--- src/rtl/ro_puf_measure_if.sv ---
`default_nettype none
// ============================================================================
//  Module   : ro_puf_measure_if
//  Purpose  : Bundles the RO bank inputs, challenge/count controls and the
//             count/compare results of the RO-PUF measurement datapath.
//             The master side drives the RO levels, challenge and controls.
//             The slave side is the measurement datapath.
//  Revision : 1.0  initial release
// ============================================================================
interface ro_puf_measure_if #(
  parameter int CNT_W = 16
) ();
  logic [255:0]     ro0;
  logic [255:0]     ro1;
  logic [7:0]       challenge;
  logic             cnt_en;
  logic             cnt_clr;
  logic [CNT_W-1:0] count0;
  logic [CNT_W-1:0] count1;
  logic             comp_out;
  logic             comp_eq;

  modport master (
    output ro0, ro1, challenge, cnt_en, cnt_clr,
    input  count0, count1, comp_out, comp_eq
  );

  modport slave (
    input  ro0, ro1, challenge, cnt_en, cnt_clr,
    output count0, count1, comp_out, comp_eq
  );
endinterface
`default_nettype wire

--- src/rtl/ro_puf_measure.sv ---
`default_nettype none
// ============================================================================
//  Module   : ro_puf_measure
//  Purpose  : RO-PUF measurement datapath. Two 256:1 challenge muxes select
//             one RO per bank; each selected RO is synchronised, rising-edge
//             detected and counted. A magnitude comparator yields the
//             response bit (count0 > count1) and a tie flag.
//  Config   : RO_PUF_CNT_SAT_EN - when defined, counters saturate at all-ones
//             instead of wrapping.
//  Revision : 1.0  initial release
// ============================================================================
module ro_puf_measure #(
  parameter int CNT_W  = 16,
  parameter int SYNC_N = 2
) (
  input  logic              clk,
  input  logic              rst,   // synchronous, active-low
  ro_puf_measure_if.slave   bus
);

  localparam logic [CNT_W-1:0] c_one = {{(CNT_W-1){1'b0}}, 1'b1};

  // Selected RO per bank; same index drives both muxes.
  logic [1:0]       w_mux;
  logic [CNT_W-1:0] w_count0;
  logic [CNT_W-1:0] w_count1;

  assign w_mux[0] = bus.ro0[bus.challenge];
  assign w_mux[1] = bus.ro1[bus.challenge];

  for (genvar b = 0; b < 2; b++) begin : g_path
    logic [SYNC_N-1:0] r_sync;
    logic              r_hist;
    logic [CNT_W-1:0]  r_count;
    logic              w_rise;

    // Rising edge of the synchronised RO, one cycle wide.
    assign w_rise = r_sync[SYNC_N-1] & ~r_hist;

    // Synchroniser and edge history; a clear flushes them so an edge that
    // straddles the clear is dropped rather than counted afterwards.
    always_ff @(posedge clk) begin
      if (!rst || bus.cnt_clr) begin
        r_sync <= '0;
        r_hist <= 1'b0;
      end else begin
        r_sync <= {r_sync[SYNC_N-2:0], w_mux[b]};
        r_hist <= r_sync[SYNC_N-1];
      end
    end

    // Edge counter: reset, then clear, then enabled increment, else hold.
    always_ff @(posedge clk) begin
      if (!rst) begin
        r_count <= '0;
      end else if (bus.cnt_clr) begin
        r_count <= '0;
      end else if (bus.cnt_en && w_rise) begin
`ifdef RO_PUF_CNT_SAT_EN
        if (r_count != {CNT_W{1'b1}}) begin
          r_count <= r_count + c_one;
        end
`else
        r_count <= r_count + c_one;
`endif
      end
    end
  end

  assign w_count0 = g_path[0].r_count;
  assign w_count1 = g_path[1].r_count;

  assign bus.count0   = w_count0;
  assign bus.count1   = w_count1;
  // Unsigned compare; a tie gives a 0 response and raises the tie flag.
  assign bus.comp_out = (w_count0 > w_count1);
  assign bus.comp_eq  = (w_count0 == w_count1);

endmodule
`default_nettype wire

--- src/flat_wrapper.sv ---
// flat-port wrapper written by rule: the top's interface ports become plain ports
module ro_puf_measure_flat 
#(
  parameter int CNT_W  = 16,
  parameter int SYNC_N = 2
)
  (clk, rst, bus_ro0, bus_ro1, bus_challenge, bus_cnt_en, bus_cnt_clr, bus_count0, bus_count1, bus_comp_out, bus_comp_eq);
  ro_puf_measure_if #(.CNT_W(CNT_W)) bus_i ();
  input  logic clk;
  input  logic rst;
  input wire logic [$bits(bus_i.ro0)-1:0] bus_ro0;
  input wire logic [$bits(bus_i.ro1)-1:0] bus_ro1;
  input wire logic [$bits(bus_i.challenge)-1:0] bus_challenge;
  input wire logic [$bits(bus_i.cnt_en)-1:0] bus_cnt_en;
  input wire logic [$bits(bus_i.cnt_clr)-1:0] bus_cnt_clr;
  output wire logic [$bits(bus_i.count0)-1:0] bus_count0;
  output wire logic [$bits(bus_i.count1)-1:0] bus_count1;
  output wire logic [$bits(bus_i.comp_out)-1:0] bus_comp_out;
  output wire logic [$bits(bus_i.comp_eq)-1:0] bus_comp_eq;
  assign bus_i.ro0 = bus_ro0;
  assign bus_i.ro1 = bus_ro1;
  assign bus_i.challenge = bus_challenge;
  assign bus_i.cnt_en = bus_cnt_en;
  assign bus_i.cnt_clr = bus_cnt_clr;
  assign bus_count0 = bus_i.count0;
  assign bus_count1 = bus_i.count1;
  assign bus_comp_out = bus_i.comp_out;
  assign bus_comp_eq = bus_i.comp_eq;
  ro_puf_measure #(.CNT_W(CNT_W), .SYNC_N(SYNC_N)) u_core (.clk(clk), .rst(rst), .bus(bus_i));
endmodule
--- config.mk ---
export PLATFORM = sky130hd
export DESIGN_NAME = ro_puf_measure_flat
export DESIGN_NICKNAME = d
export VERILOG_FILES = /design/src/rtl/ro_puf_measure_if.sv /design/src/rtl/ro_puf_measure.sv /design/src/flat_wrapper.sv
export SDC_FILE = /design/constraint.sdc
export NUM_CORES = 1
export LEC_CHECK = 0
export ABC_AREA = 1
export BUFFER_PORTS_ARGS = -buffer_cell sky130_fd_sc_hd__buf_2
export CAP_MARGIN = 20
export CORE_AREA = 2 2 219 221
export CTS_BUF_LIST = sky130_fd_sc_hd__clkbuf_2
export CTS_CLUSTER_SIZE = 28
export DETAILED_ROUTE_END_ITERATION = 10
export DIE_AREA = 0 0 221 223
export REMOVE_ABC_BUFFERS = 1
export SYNTH_ARGS = -nofsm -noshare
export SYNTH_HDL_FRONTEND = slang
export SYNTH_SLANG_ARGS = --single-unit
--- constraint.sdc ---
create_clock -name clk -period 1.6 [get_ports clk]
set_input_delay 0.16 -clock clk [delete_from_list [all_inputs] [get_ports clk]]
set_output_delay 0.16 -clock clk [all_outputs]
set_load 0.02 [all_outputs]
# ---- Word-level counts from Yosys, hierarchy flattened
# Index checks and enable logic that the tools add are counted.
dict set report word_totals {
  in_bits 524
  wordCells 25
  regBits 38
}
dict set report op_classes {
  eq_ne 1
  n_addsub 2
  reduce_logical 5
  order_cmp 2
  n_mux 4
  bitwise_logic 5
}
# op count
set op_table {}
lappend op_table {{16-bit by 1-bit adder with 16-bit output (second input constant)} 2}
lappend op_table {{1-bit binary-select mux with 8-bit select} 2}
lappend op_table {{16-bit equality test} 1}
lappend op_table {{16-bit greater-than comparator} 1}
lappend op_table {{8-bit by 9-bit < comparator with 1-bit output (second input constant)} 1}
lappend op_table {{1-bit inverter} 3}
lappend op_table {{1-bit bitwise AND} 2}
lappend op_table {{1-bit logical AND} 2}
lappend op_table {{1-bit 2-to-1 mux} 2}
lappend op_table {{2-bit OR reduction} 1}
lappend op_table {{1-bit logical NOT} 1}
lappend op_table {{1-bit logical OR} 1}

# ---- Longest topological paths before layout
# Gate-level depths: netlist of run 1.
dict set report depth {
  depth_word 3
  ltp_mapped 14
  ltp_nobuf 13
}

# ---- Least setup slack after synthesis of run 1
# No wires, ideal clock.
dict set report synth_path {
  path_kind {register -> output}
  startpoint {reg u_core.g_path[1].r_count[9], in the netlist u_core.bus.count1[9]}
  endpoint {out bus_comp_out}
  arrival_ns 1.880
  path_buffers 0
  setup_slack_ns -0.440
  t_required_ns 1.440
  stages_incl_launch_ff 8
  path_cell_list {dfxtp_1 -> inv_1 -> ha_1 -> inv_1 -> nor2_1 -> nand4_1 -> nor3_1 -> a21oi_1}
}
dict set report synth_between {
  elab_chain_len 1
}
# element line
set synth_lines {}
lappend synth_lines {{start: declaration} ro_puf_measure.sv:34} ;# logic [CNT_W-1:0] r_count;
lappend synth_lines {{start signal: assignment} ro_puf_measure.sv:64} ;# r_count <= r_count + c_one;
lappend synth_lines {{16-bit greater-than comparator} ro_puf_measure.sv:76} ;# assign bus.comp_out = (w_count0 > w_count1);
lappend synth_lines {{end: declaration} flat_wrapper.sv:18} ;# output wire logic [$bits(bus_i.comp_out)-1:0] bus_comp_out;
# Every way passes these cells.

# ---- Worst setup path after layout of run 1
dict set report layout_path {
  startpoint {reg u_core.g_path[1].r_count[1], in the netlist u_core.bus.count1[1]}
  endpoint {out bus_comp_out}
}
# Same word-level chain as after synthesis.

==> summary.json, run 1 <==
{
  "run_status": {
    "outcome": "complete, but fails checks",
    "violations": "setup timing"
  },
  "yosys": {
    "part_of_the_yosys_area_used_for_sequential_elements_pct": 10.5,
    "ys_top_cells_by_area": "sky130_fd_sc_hd__nand3_1, sky130_fd_sc_hd__nand2_1, sky130_fd_sc_hd__dfxtp_1",
    "synth_area_per_cell_um2": 5.08,
    "synth_flop_cell": "sky130_fd_sc_hd__dfxtp_1",
    "yosys_top_cell_area_share_pct": 33.9,
    "synth_top_cell_by_area": "sky130_fd_sc_hd__nand3_1",
    "synth_enable_flop_cells": 0,
    "yosys_warnings": 0,
    "ys_seq_elements": 38,
    "mappedNetlistArea_mm2": 0.00727,
    "syn_inst": 1432,
    "ys_types": 34,
    "async_flop_share_pct": 0
  },
  "clock_network": {
    "root_buffer": "sky130_fd_sc_hd__clkbuf_2",
    "cts-buffers-inserted": 5,
    "clock_tree_from_tritoncts": "yes",
    "clock_tree.htree_level_count": 2,
    "cts.sinks": 38,
    "insertion_delay_ps": 450,
    "cts.path.max_buffers": 2,
    "cts.reportedPaths.clkPinSlew_ps": 270
  },
  "grt": {
    "initial_antenna_violation_count": 2,
    "met3_usage_pct": 2.49,
    "globalRouteMet2Util_pct": 28.4,
    "global_route.peak_usage_layer": "met2",
    "use_met1_pct": 19.8,
    "gr-usage-all-layers_pct": 16.1,
    "maximum_number_of_pins_on_one_net_before_global_route_repair": 74,
    "grt_overflow": 0,
    "first_global_vias": 11300,
    "global_route_wire_length_before_repair_um": 62600
  },
  "placed_design": {
    "place.detailed.instances": 2627,
    "detailedPlacementHpwl_um": 34200,
    "globalplace.congestion": 0.897,
    "port-buffer-count": 557
  },
  "cells_and_area": {
    "finalNonFillerCells": 2664,
    "drive_gt1_share_pct": 40.1,
    "n_fill_cell": 5455,
    "area_delta_synth_final_pct": 67.1,
    "layout_commonest_cell": "sky130_fd_sc_hd__nand2_1",
    "finalNetCount": 2588,
    "layout.cells.most_common_list": "sky130_fd_sc_hd__nand2_1, sky130_fd_sc_hd__buf_2, sky130_fd_sc_hd__nand3_1",
    "fin_util_pct": 25.8
  },
  "floorplan": {
    "die_area_mm2": 0.0493,
    "placementRows": 80,
    "boundaryPins": 558,
    "core_region_area_mm2": 0.0471,
    "dieWidth_um": 221,
    "floorplan.die.height_um": 223,
    "initial_core_util_pct": 15.4
  },
  "timing": {
    "worst-slew-pin-transition_ps": 605,
    "hold_viol_final": 0,
    "final_period_minus_worst_setup_slack_ps": 2160,
    "slew_violations": 0,
    "worst_clock_skew_on_the_final_layout_ps": 57.8,
    "final_critical_path_setup_slack_ps": -559,
    "finalSetupViolations": 13,
    "max_slew_margin_pct": 59.7,
    "timing.final.crit_share_pct": 135,
    "rsz0062_at_grt": "yes",
    "maxClockFrequency_mhz": 463
  },
  "routing": {
    "drt_iter0_markers": 686,
    "drt.antenna.violating_nets": 0,
    "total_wirelength_um": 41700,
    "route.detailed.vias_per_inst": 4.44,
    "drt_first_pass_iters": 5,
    "drt-wirelength-per-cell_um": 15.7,
    "dr_total_vias": 11800,
    "drc": 0
  },
  "setup_path": {
    "worstPathMaxFanout": 2,
    "cp_data_arrival_time_ps": 2000,
    "startpoint_type": "flop",
    "setup.worst_path.end_class": "primary output",
    "worst-endpoint-required_ps": 1440,
    "critPathKind": "flop to primary output"
  },
  "power_and_ir_drop": {
    "static-leakage-power_nw": 6.41,
    "power.density_cell_area_mw_per_mm2": 347,
    "irDropWorstVdd_uv": 308
  },
  "min_path": {
    "timing.hold.worst.class": "input port to flop"
  },
  "job": {
    "maxCapViolations": 0
  }
}
flip-flops by register name, indices dropped and copies added, names as in the netlist:
register / count
u_core.g_path.r_sync: 4
u_core.bus.count1: 16
u_core.g_path.r_hist: 2
u_core.bus.count0: 16
stage by stage:
stage / instance area [µm²] / setup TNS (ps) / setup slack, ps / total power, W / hold slack, ps
after floorplan: 6570 / -3410 / -1260 / 0.00192 / 320
after detailed placement: 11400 / -1190 / -267 / 0.00340 / 435
after global placement: 11400 / -1140 / -278 / 0.00341 / 437
final: 12100 / -4060 / -559 / 0.00422 / 75.0
after global routing: 12100 / -5550 / -683 / 0.00456 / 64.8
after CTS: 11900 / -3650 / -607 / 0.00426 / 0.868
logic make-up (layout without fill, tap and decap cells):
logic type / count (synthesis) / in the layout / share of synthesized area [%]
AOI/OAI and AO/OA: 60 / 60 / 4.30
xor gates and xnor gates: 2 / 2 / 0.241
adders and majority gates: 18 / 18 / 3.10
buffers and inverters: 172 / 787 / 12.8
DFF: 38 / 38 / 10.5
other: 0 / 2 / 0
and+or+nand+nor: 1142 / 1142 / 69.1
report_power, final:
part           internal, W  switching (W)
registers         0.000953     0.00000254
logic              0.00111        0.00131
clock network     0.000422       0.000416
final cells by class:
type | instances | area [µm²] | share of cell area, %
Clock buffer | 5 | 25.0 | 0.206
Clock inverter | 3 | 68.8 | 0.567
Multi-Input combinational cell | 1222 | 5910 | 48.7
Antenna cell | 2 | 5.00 | 0.0412
Sequential cell | 38 | 783 | 6.45
Inverter | 60 | 235 | 1.94
Timing Repair Buffer | 719 | 4340 | 35.8
Tap cell | 615 | 769 | 6.34
routing by layer:
metal  share of wire [%]  wire length, µm  vias to the layer above
met1                  41            17300                     5248
met5                   0                0                        -
li1                    -                -                     5964
met2                  48            20100                      546
met3                 6.9             2860                       65
met4                 3.6             1480                        0
final timing paths:
check | startpoint | end | slack [ps] | cells after the start
setup reg to reg | u_core.bus.count1[1]$_SDFFE_PP0P_ | u_core.bus.count1[14]$_SDFFE_PP0P_ | -460 | 16
hold reg to reg | u_core.g_path[0].r_sync[1]$_SDFF_PP0_ | u_core.g_path[0].r_hist$_SDFF_PP0_ | 440 | 2
hold / removal | bus_cnt_clr | u_core.bus.count1[5]$_SDFFE_PP0P_ | 80 | 5
setup / recovery | u_core.bus.count1[1]$_SDFFE_PP0P_ | bus_comp_out | -560 | 11
critical path, stage by stage (launching register included):
cell and delay (ps):
sky130_fd_sc_hd__dfxtp_2 410, sky130_fd_sc_hd__inv_2 50, sky130_fd_sc_hd__ha_4 260, sky130_fd_sc_hd__inv_2 30, sky130_fd_sc_hd__o21bai_1 140, sky130_fd_sc_hd__a221oi_2 80
sky130_fd_sc_hd__o21ai_1 130, sky130_fd_sc_hd__nand2_1 60, sky130_fd_sc_hd__nand2_1 70, sky130_fd_sc_hd__nand2_1 60, sky130_fd_sc_hd__a21oi_2 110, sky130_fd_sc_hd__buf_4 150
repair_timing:
action	in CTS	in global routing
pin swaps	28	37
endpoints found under the setup margin	13	22
setup buffers	16	12
hold buffers	0	1
resized for setup	81	32
hold endpoints to repair	0	1
synthesized netlist by cell type (all sizes together) (2+ instances only):
| cell type | instances |
|---|---|
| buf | 92 |
| nand2 | 601 |
| ha | 18 |
| nor3b | 2 |
| xor2 | 2 |
| nor2 | 33 |
| dfxtp | 38 |
| nor3 | 6 |
| nand3 | 496 |
| nand4 | 3 |
| a21oi | 33 |
| o21ai | 23 |
| inv | 60 |
| clkbuf | 20 |
Power figures use the tool's default switching activity.
==> run 2, diff against run 1 <==
--- a/config.mk
+++ b/config.mk
@@ -7,12 +7,12 @@
 export LEC_CHECK = 0
 export ABC_AREA = 1
 export BUFFER_PORTS_ARGS = -buffer_cell sky130_fd_sc_hd__buf_2
-export CAP_MARGIN = 20
-export CORE_AREA = 2 2 219 221
+export CAP_MARGIN = 15
+export CORE_AREA = 2 2 215 217
 export CTS_BUF_LIST = sky130_fd_sc_hd__clkbuf_2
 export CTS_CLUSTER_SIZE = 28
 export DETAILED_ROUTE_END_ITERATION = 10
-export DIE_AREA = 0 0 221 223
+export DIE_AREA = 0 0 217 219
 export REMOVE_ABC_BUFFERS = 1
 export SYNTH_ARGS = -nofsm -noshare
 export SYNTH_HDL_FRONTEND = slang
==> constraint.sdc (replaced) <==
create_clock -name clk -period 2.2 [get_ports clk]
set_input_delay 0.22 -clock clk [delete_from_list [all_inputs] [get_ports clk]]
set_output_delay 0.22 -clock clk [all_outputs]
set_load 0.02 [all_outputs]
==> run 2 against run 1 <==
Against the previous run: the run still ends with setup timing left; flip-flop and latch count did not move; power fell by 28%; register-to-register slack improved by 740 ps; utilization shrank 1.1 points; clock skew decreased by 32 ps; global-route usage increased by 0.66 points; clock-buffer cell count is the same; final area down 8.4%; worst setup slack improved by 520 ps; via count decreased by 3.2%; sequential power decreased by 27%; critical endpoint unchanged.
==> summary.json, run 2 (same netlist as run 1, synthesis figures left out) <==
{
  "run_status": {
    "outcome": "complete, but fails checks",
    "violations": "setup timing"
  },
  "floorplan": {
    "floorplan.die.height": {"value": 219, "unit": "µm", "change": "-1.8%"},
    "boundaryPins": {"value": 558, "change": "unchanged"},
    "initial_core_util": {"value": 16.1, "unit": "%", "change": "+0.70 points"},
    "placementRows": {"value": 78, "change": "-2.5%"},
    "die_area": {"value": 0.0475, "unit": "mm²", "change": "-3.6%"},
    "core_region_area": {"value": 0.0451, "unit": "mm²", "change": "-4.4%"},
    "dieWidth": {"value": 217, "unit": "µm", "change": "-1.8%"}
  },
  "timing": {
    "worst_clock_skew_on_the_final_layout": {"value": 25.5, "unit": "ps", "change": "-32.3 ps"},
    "max_slew_margin": {"value": 55.3, "unit": "%", "change": "-4.4 points"},
    "slew_violations": {"value": 0, "change": "unchanged"},
    "maxClockFrequency_mhz": 447,
    "hold_viol_final": {"value": 0, "change": "unchanged"},
    "final_critical_path_setup_slack": {"value": -36.3, "unit": "ps", "change": "+523 ps"},
    "totalNegativeSetupSlack": {"value": -36.3, "unit": "ps", "change": "+4030 ps"},
    "worst-slew-pin-transition": {"value": 670, "unit": "ps", "change": "+65.8 ps"},
    "finalSetupViolations": {"value": 1, "change": "-12"},
    "rsz0062_at_grt": "yes",
    "holdWs": {"value": 75.1, "unit": "ps", "change": "+0.109 ps"},
    "timing.final.crit_share_pct": 102,
    "final_period_minus_worst_setup_slack_ps": 2240
  },
  "setup_path": {
    "critPathKind": "flop to primary output",
    "r2r_end": "u_core.bus.count1[14]$_SDFFE_PP0P_",
    "worstReg2RegStart": "u_core.bus.count1[1]$_SDFFE_PP0P_",
    "r2r.worst_path.cells": {"value": 14, "change": "-2"},
    "startpoint_type": "flop",
    "crit_end": "bus_comp_out",
    "worst-endpoint-required": {"value": 1980, "unit": "ps", "change": "+540 ps"},
    "reg2reg_setup_slack": {"value": 280, "unit": "ps", "change": "+740 ps"},
    "cp_data_arrival_time": {"value": 2020, "unit": "ps", "change": "+20 ps"},
    "critPathLaunch": "u_core.bus.count1[13]$_SDFFE_PP0P_",
    "setup.worst_path.end_class": "primary output",
    "worstPathMaxFanout": {"value": 6, "change": "+4"}
  },
  "grt": {
    "gr-usage-all-layers": {"value": 16.7, "unit": "%", "change": "+0.66 points"},
    "global_route_wire_length_before_repair": {"value": 61800, "unit": "µm", "change": "-1.3%"},
    "initial_antenna_violation_count": {"value": 3, "change": "+1"},
    "maximum_number_of_pins_on_one_net_before_global_route_repair": {"value": 72, "change": "-2.7%"},
    "first_global_vias": {"value": 10800, "change": "-4.6%"},
    "grt_overflow": {"value": 0, "change": "unchanged"}
  },
  "cells_and_area": {
    "finalNetCount": {"value": 2496, "change": "-3.6%"},
    "area_delta_synth_final_pct": 53.0,
    "layout_commonest_cell": "sky130_fd_sc_hd__nand2_1",
    "fin_area": {"value": 0.0111, "unit": "mm²", "change": "-8.4%"},
    "n_fill_cell": {"value": 5293, "change": "-3.0%"},
    "finalNonFillerCells": {"value": 2558, "change": "-4.0%"},
    "layout.cells.most_common_list": "sky130_fd_sc_hd__nand2_1, sky130_fd_sc_hd__buf_2, sky130_fd_sc_hd__nand3_1",
    "drive_gt1_share": {"value": 35.1, "unit": "%", "change": "-5.0 points"}
  },
  "clock_network": {
    "cts.sinks": {"value": 38, "change": "unchanged"},
    "clock_tree_from_tritoncts": "yes",
    "cts.path.max_buffers": {"value": 2, "change": "unchanged"},
    "insertion_delay": {"value": 440, "unit": "ps", "change": "about the same"},
    "cts-buffers-inserted": {"value": 5, "change": "unchanged"},
    "cts.reportedPaths.clkPinSlew": {"value": 260, "unit": "ps", "change": "about the same"},
    "clock_tree.htree_level_count": {"value": 2, "change": "unchanged"},
    "root_buffer": "sky130_fd_sc_hd__clkbuf_2"
  },
  "routing": {
    "dr_total_vias": {"value": 11400, "change": "-3.2%"},
    "drc": {"value": 0, "change": "unchanged"},
    "route.detailed.vias_per_inst": {"value": 4.47, "change": "+0.78%"},
    "drt.antenna.violating_nets": {"value": 0, "change": "unchanged"},
    "drt-wirelength-per-cell": {"value": 16.5, "unit": "µm", "change": "+5.5%"},
    "drt_iter0_markers": {"value": 802, "change": "+17%"},
    "total_wirelength": {"value": 42300, "unit": "µm", "change": "+1.3%"},
    "drt_first_pass_iters": {"value": 7, "change": "+2"}
  },
  "power_and_ir_drop": {
    "static-leakage-power": {"value": 5.86, "unit": "nW", "change": "-8.5%"},
    "power.density_cell_area": {"value": 273, "unit": "mW/mm²", "change": "-22%"},
    "irDropWorstVdd": {"value": 139, "unit": "µV", "change": "-55%"}
  },
  "placed_design": {
    "dp_slack": {"value": 38.8, "unit": "ps", "change": "+306 ps"},
    "place.detailed.instances": {"value": 2540, "change": "-3.3%"},
    "detailedPlacementHpwl": {"value": 34200, "unit": "µm", "change": "-0.13%"},
    "port-buffer-count": {"value": 557, "change": "unchanged"},
    "globalplace.congestion": {"value": 1.00, "change": "+12%"},
    "post_dp_cell_area": {"value": 0.0109, "unit": "mm²", "change": "-5.0%"}
  },
  "min_path": {
    "timing.hold.worst.class": "input port to flop"
  },
  "job": {
    "maxCapViolations": {"value": 0, "change": "unchanged"}
  }
}
## run 2: cell count changes in the layout (fill, tap and decap cells not counted), sizes merged
cell and change:
buf -92, diode +1
## run 2: what timing repair did
| item | in CTS | in global routing |
|---|---|---|
| buffers inserted | 4 | 2 |
| endpoints found under the hold margin | 1 | 0 |
| hold buffers | 1 | 0 |
| setup endpoints to repair | 2 | 2 |
| gates resized for setup | 19 | 14 |
| pin swaps | 3 | 11 |
## run 2: how the worst min path moves through the flow
| stage | start | to | depth (start not counted) |
|---|---|---|---|
| floorplan | bus_challenge[7] | u_core.g_path[0].r_sync[0]$_SDFF_PP0_ | 2 |
| global placement | u_core.g_path[1].r_sync[0]$_SDFF_PP0_ | u_core.g_path[1].r_sync[1]$_SDFF_PP0_ | 2 |
| detailed placement | u_core.g_path[1].r_sync[0]$_SDFF_PP0_ | u_core.g_path[1].r_sync[1]$_SDFF_PP0_ | 2 |
| CTS | bus_cnt_en | u_core.bus.count1[1]$_SDFFE_PP0P_ | 3 |
| global route | bus_cnt_en | u_core.bus.count1[0]$_SDFFE_PP0P_ | 3 |
| finish | bus_cnt_en | u_core.bus.count1[0]$_SDFFE_PP0P_ | 3 |
## run 2: per-layer routing
metal	vias up	part of all wire, %	GRT usage (%)
li1	5782	-	-
met1	5038	43	21.4
met2	558	48	29.7
met3	63	6.7	1.83
met4	0	2.3	4.50
met5	-	0	0
## run 2: worst max-delay path, cell delays in order, from the launching register on
cell	delay (ps)
sky130_fd_sc_hd__dfxtp_2	420
sky130_fd_sc_hd__inv_1	50
sky130_fd_sc_hd__ha_1	330
sky130_fd_sc_hd__inv_1	70
sky130_fd_sc_hd__nor3_2	200
sky130_fd_sc_hd__nand3_1	110
sky130_fd_sc_hd__inv_1	70
sky130_fd_sc_hd__nand2_1	60
sky130_fd_sc_hd__a21oi_2	160
sky130_fd_sc_hd__buf_6	140
## run 2: area by class of cell
type / count / area [µm²] / share of cell area (%)
multi-input combinational: 1222 / 5660 / 50.9
timing repair buffer: 627 / 3600 / 32.4
sequential: 38 / 777 / 6.99
tap: 600 / 751 / 6.75
inverter: 60 / 235 / 2.11
clock inverter: 3 / 68.8 / 0.619
clock buffer: 5 / 25.0 / 0.225
antenna: 3 / 7.51 / 0.0675
## run 2: report_power, final
group          switching, W  internal [W]  total (W)  leakage (nW)
logic              0.000955      0.000772    0.00173          5.49
clock network      0.000300      0.000308   0.000608        0.0532
registers        0.00000251      0.000693   0.000695         0.312
total               0.00126       0.00177    0.00303          5.86
## run 2: stage by stage
stage	power, W	util (%)
after floorplan	0.00140	-
after global placement	0.00245	24.1
after detailed placement	0.00244	24.1
after CTS	0.00307	24.5
after global routing	0.00327	24.7
final	0.00303	24.7
==> run 3, diff against run 2 <==
--- a/config.mk
+++ b/config.mk
@@ -14,6 +14,7 @@
 export DETAILED_ROUTE_END_ITERATION = 10
 export DIE_AREA = 0 0 217 219
 export REMOVE_ABC_BUFFERS = 1
+export SKIP_CTS_REPAIR_TIMING = 1
 export SYNTH_ARGS = -nofsm -noshare
 export SYNTH_HDL_FRONTEND = slang
 export SYNTH_SLANG_ARGS = --single-unit
==> run 3 against run 2 <==
Against the previous run: the run still ends with setup timing left; routed wire length rose by 0.22%; clock power is essentially flat; final area is 0.15% higher; flip-flop and latch count stayed put; largest power group unchanged; fmax decreased by 0.55%; worst hold slack got worse by 24 ps; utilization barely moved.
==> summary.json, run 3 (same netlist as run 1, synthesis figures left out) <==
{
  "timing": {
    "timing.final.crit_share": {"value": 102, "unit": "%", "change": "+0.56 points"},
    "worst-slew-pin-transition": {"value": 680, "unit": "ps", "change": "+9.72 ps"},
    "finalSetupViolations": {"value": 1, "change": "unchanged"},
    "max_slew_margin": {"value": 54.6, "unit": "%", "change": "-0.65 points"},
    "rsz0062_at_grt": "yes",
    "final_critical_path_setup_slack": {"value": -48.6, "unit": "ps", "change": "-12.3 ps"},
    "worst_clock_skew_on_the_final_layout": {"value": 31.8, "unit": "ps", "change": "+6.33 ps"},
    "slew_violations": {"value": 0, "change": "unchanged"},
    "hold_viol_final": {"value": 0, "change": "unchanged"},
    "final_period_minus_worst_setup_slack": {"value": 2250, "unit": "ps", "change": "+12.3 ps"},
    "maxClockFrequency": {"value": 445, "unit": "MHz", "change": "-0.55%"},
    "holdWs": {"value": 50.9, "unit": "ps", "change": "-24.2 ps"}
  },
  "cells_and_area": {
    "fin_area": {"value": 0.0111, "unit": "mm²", "change": "+0.15%"},
    "multi_input_area": {"value": 0.00568, "unit": "mm²", "change": "+0.44%"},
    "layout_commonest_cell": "sky130_fd_sc_hd__nand2_1",
    "fin_util": {"value": 24.7, "unit": "%", "change": "+0.036 points"},
    "area_delta_synth_final_pct": 53.3,
    "layout.cells.most_common_list": "sky130_fd_sc_hd__nand2_1, sky130_fd_sc_hd__buf_2, sky130_fd_sc_hd__nand3_1",
    "drive_gt1_share": {"value": 35.3, "unit": "%", "change": "+0.21 points"},
    "area.sequential": {"value": 791, "unit": "µm²", "change": "+1.8%"},
    "finalNetCount": {"value": 2493, "change": "-0.12%"},
    "n_fill_cell": {"value": 5284, "change": "-0.17%"}
  },
  "routing": {
    "drt-wirelength-per-cell": {"value": 16.6, "unit": "µm", "change": "+0.29%"},
    "dr_total_vias": {"value": 11500, "change": "+0.57%"},
    "route.detailed.vias_per_inst": {"value": 4.50, "change": "+0.65%"},
    "drt.antenna.violating_nets": {"value": 0, "change": "unchanged"},
    "drc": {"value": 0, "change": "unchanged"},
    "drt_first_pass_iters": {"value": 6, "change": "-1"},
    "total_wirelength": {"value": 42300, "unit": "µm", "change": "+0.22%"},
    "drt_iter0_markers": {"value": 852, "change": "+6.2%"}
  },
  "clock_network": {
    "clock_tree_from_tritoncts": "yes",
    "cts.path.max_buffers": {"value": 2, "change": "unchanged"},
    "clock_tree.htree_level_count": {"value": 2, "change": "unchanged"},
    "insertion_delay": {"value": 440, "unit": "ps", "change": "about the same"},
    "cts.sinks": {"value": 38, "change": "unchanged"},
    "cts-buffers-inserted": {"value": 5, "change": "unchanged"},
    "root_buffer": "sky130_fd_sc_hd__clkbuf_2",
    "cts.reportedPaths.clkPinSlew": {"value": 270, "unit": "ps", "change": "about the same"}
  },
  "setup_path": {
    "worst_path_largest_cell_delay": {"value": 400, "unit": "ps", "change": "-20 ps"},
    "worst-endpoint-required": {"value": 1980, "unit": "ps", "change": "about the same"},
    "startpoint_type": "flop",
    "critPathBufInv": {"value": 3, "change": "-1"},
    "setup.worst_path.end_class": "primary output",
    "cp_cell_sequence": "inv_2, ha_4, inv_2, o21bai_1, a221oi_2, o21ai_1, nand2_1, nand2_1, nand2_1, a21oi_2, buf_6",
    "critical-path-slowest-cell": "sky130_fd_sc_hd__dfxtp_2",
    "crit_family": "compound AO/OA/AOI/OAI gates",
    "cp_common_cell": "sky130_fd_sc_hd__nand2_1",
    "critPathKind": "flop to primary output",
    "cp_data_arrival_time": {"value": 2030, "unit": "ps", "change": "about the same"},
    "worstPathMaxFanout": {"value": 2, "change": "-4"}
  },
  "grt": {
    "first_global_vias": {"value": 10700, "change": "-0.57%"},
    "initial_antenna_violation_count": {"value": 4, "change": "+1"},
    "global_route_wire_length_before_repair": {"value": 61500, "unit": "µm", "change": "-0.40%"},
    "grt_overflow": {"value": 0, "change": "unchanged"},
    "gr-usage-all-layers": {"value": 16.7, "unit": "%", "change": "-0.058 points"},
    "maximum_number_of_pins_on_one_net_before_global_route_repair": {"value": 72, "change": "unchanged"}
  },
  "placed_design": {
    "globalplace.congestion": {"value": 1.00, "change": "unchanged"},
    "port-buffer-count": {"value": 557, "change": "unchanged"},
    "detailedPlacementHpwl": {"value": 34200, "unit": "µm", "change": "unchanged"},
    "post_dp_cell_area": {"value": 0.0109, "unit": "mm²", "change": "unchanged"}
  },
  "floorplan": {
    "die_area": {"value": 0.0475, "unit": "mm²", "change": "unchanged"},
    "placementRows": {"value": 78, "change": "unchanged"},
    "floorplan.die.height": {"value": 219, "unit": "µm", "change": "unchanged"},
    "boundaryPins": {"value": 558, "change": "unchanged"},
    "initial_core_util": {"value": 16.1, "unit": "%", "change": "unchanged"},
    "dieWidth": {"value": 217, "unit": "µm", "change": "unchanged"},
    "core_region_area": {"value": 0.0451, "unit": "mm²", "change": "unchanged"}
  },
  "power_and_ir_drop": {
    "p_comb_share": {"value": 57.1, "unit": "%", "change": "about the same"},
    "sequentialPowerShare": {"value": 22.8, "unit": "%", "change": "about the same"},
    "power_consumption": {"value": 0.00303, "unit": "W", "change": "about the same"},
    "irDropWorstVdd": {"value": 138, "unit": "µV", "change": "-0.35%"},
    "power.internal": {"value": 0.00177, "unit": "W", "change": "-0.36%"},
    "power.density_cell_area": {"value": 272, "unit": "mW/mm²", "change": "-0.23%"},
    "power_switching": {"value": 0.00126, "unit": "W", "change": "+0.30%"},
    "power.clock.fraction": {"value": 20.1, "unit": "%", "change": "about the same"},
    "static-leakage-power": {"value": 5.85, "unit": "nW", "change": "-0.18%"},
    "switching_share": {"value": 41.7, "unit": "%", "change": "+0.16 points"}
  },
  "run_status": {
    "outcome": "complete, but fails checks",
    "violations": "setup timing"
  },
  "min_path": {
    "timing.hold.worst.class": "input port to flop"
  },
  "job": {
    "maxCapViolations": {"value": 0, "change": "unchanged"}
  }
}
run 3: cell count changes in the layout (fill, tap and decap cells not counted):
cell,before,now
sky130_fd_sc_hd__buf_4,49,47
sky130_fd_sc_hd__dfxtp_1,27,24
sky130_fd_sc_hd__dfxtp_2,10,9
sky130_fd_sc_hd__dfxtp_4,1,5
sky130_fd_sc_hd__diode_2,3,4
sky130_fd_sc_hd__dlygate4sd3_1,1,0
sky130_fd_sc_hd__ha_1,15,13
sky130_fd_sc_hd__ha_4,3,5
run 3: layer usage:
metal,global-route usage (%),vias to the layer above,wire (µm)
met1,21.3,5085,18000
met2,29.5,584,20500
li1,-,5773,-
met3,1.83,64,2880
met4,4.52,0,970
met5,0,-,0
run 3: final timing paths:
| check | end | start | depth (start not counted) | slack (ps) |
|---|---|---|---|---|
| max | bus_comp_out | u_core.bus.count1[1]$_SDFFE_PP0P_ | 11 | -50 |
| min | u_core.g_path[0].r_sync[0]$_SDFF_PP0_ | bus_challenge[7] | 3 | 50 |
| max reg2reg | u_core.bus.count1[14]$_SDFFE_PP0P_ | u_core.bus.count1[0]$_SDFFE_PP0P_ | 12 | 310 |
| min reg2reg | u_core.g_path[1].r_sync[1]$_SDFF_PP0_ | u_core.g_path[1].r_sync[0]$_SDFF_PP0_ | 2 | 450 |
run 3: per-stage QoR:
stage	std cells	setup WS [ps]	TNS, ps
after detailed placement	2540	38.8	0
after global routing	2556	-282	-344
after CTS	2548	-279	-516
after floorplan	1320	-721	-1440
after global placement	2540	-21.2	-21.2
final	2556	-48.6	-48.6
run 3: final cells by class:
cell class                      instances  share of cell area, %
Multi-Input combinational cell       1222                   51.0
Timing Repair Buffer                  624                   32.1
Sequential cell                        38                   7.10
Tap cell                              600                   6.74
Inverter                               60                   2.11
Clock inverter                          3                  0.618
Clock buffer                            5                  0.225
Antenna cell                            4                 0.0899
run 3: worst min-delay path, cell delays in order:
cell	delay (ps)
sky130_fd_sc_hd__buf_2	130
sky130_fd_sc_hd__nand3_1	80
sky130_fd_sc_hd__a21oi_1	50
run 3: power groups by stage:
stage / registers, W / clock network (W) / logic, W
after floorplan: 0.000709 / 0 / 0.000687
after global placement: 0.000711 / 0 / 0.00174
after detailed placement: 0.000710 / 0 / 0.00173
after CTS: 0.000698 / 0.000636 / 0.00174
after global routing: 0.000692 / 0.000657 / 0.00192
final: 0.000690 / 0.000610 / 0.00173
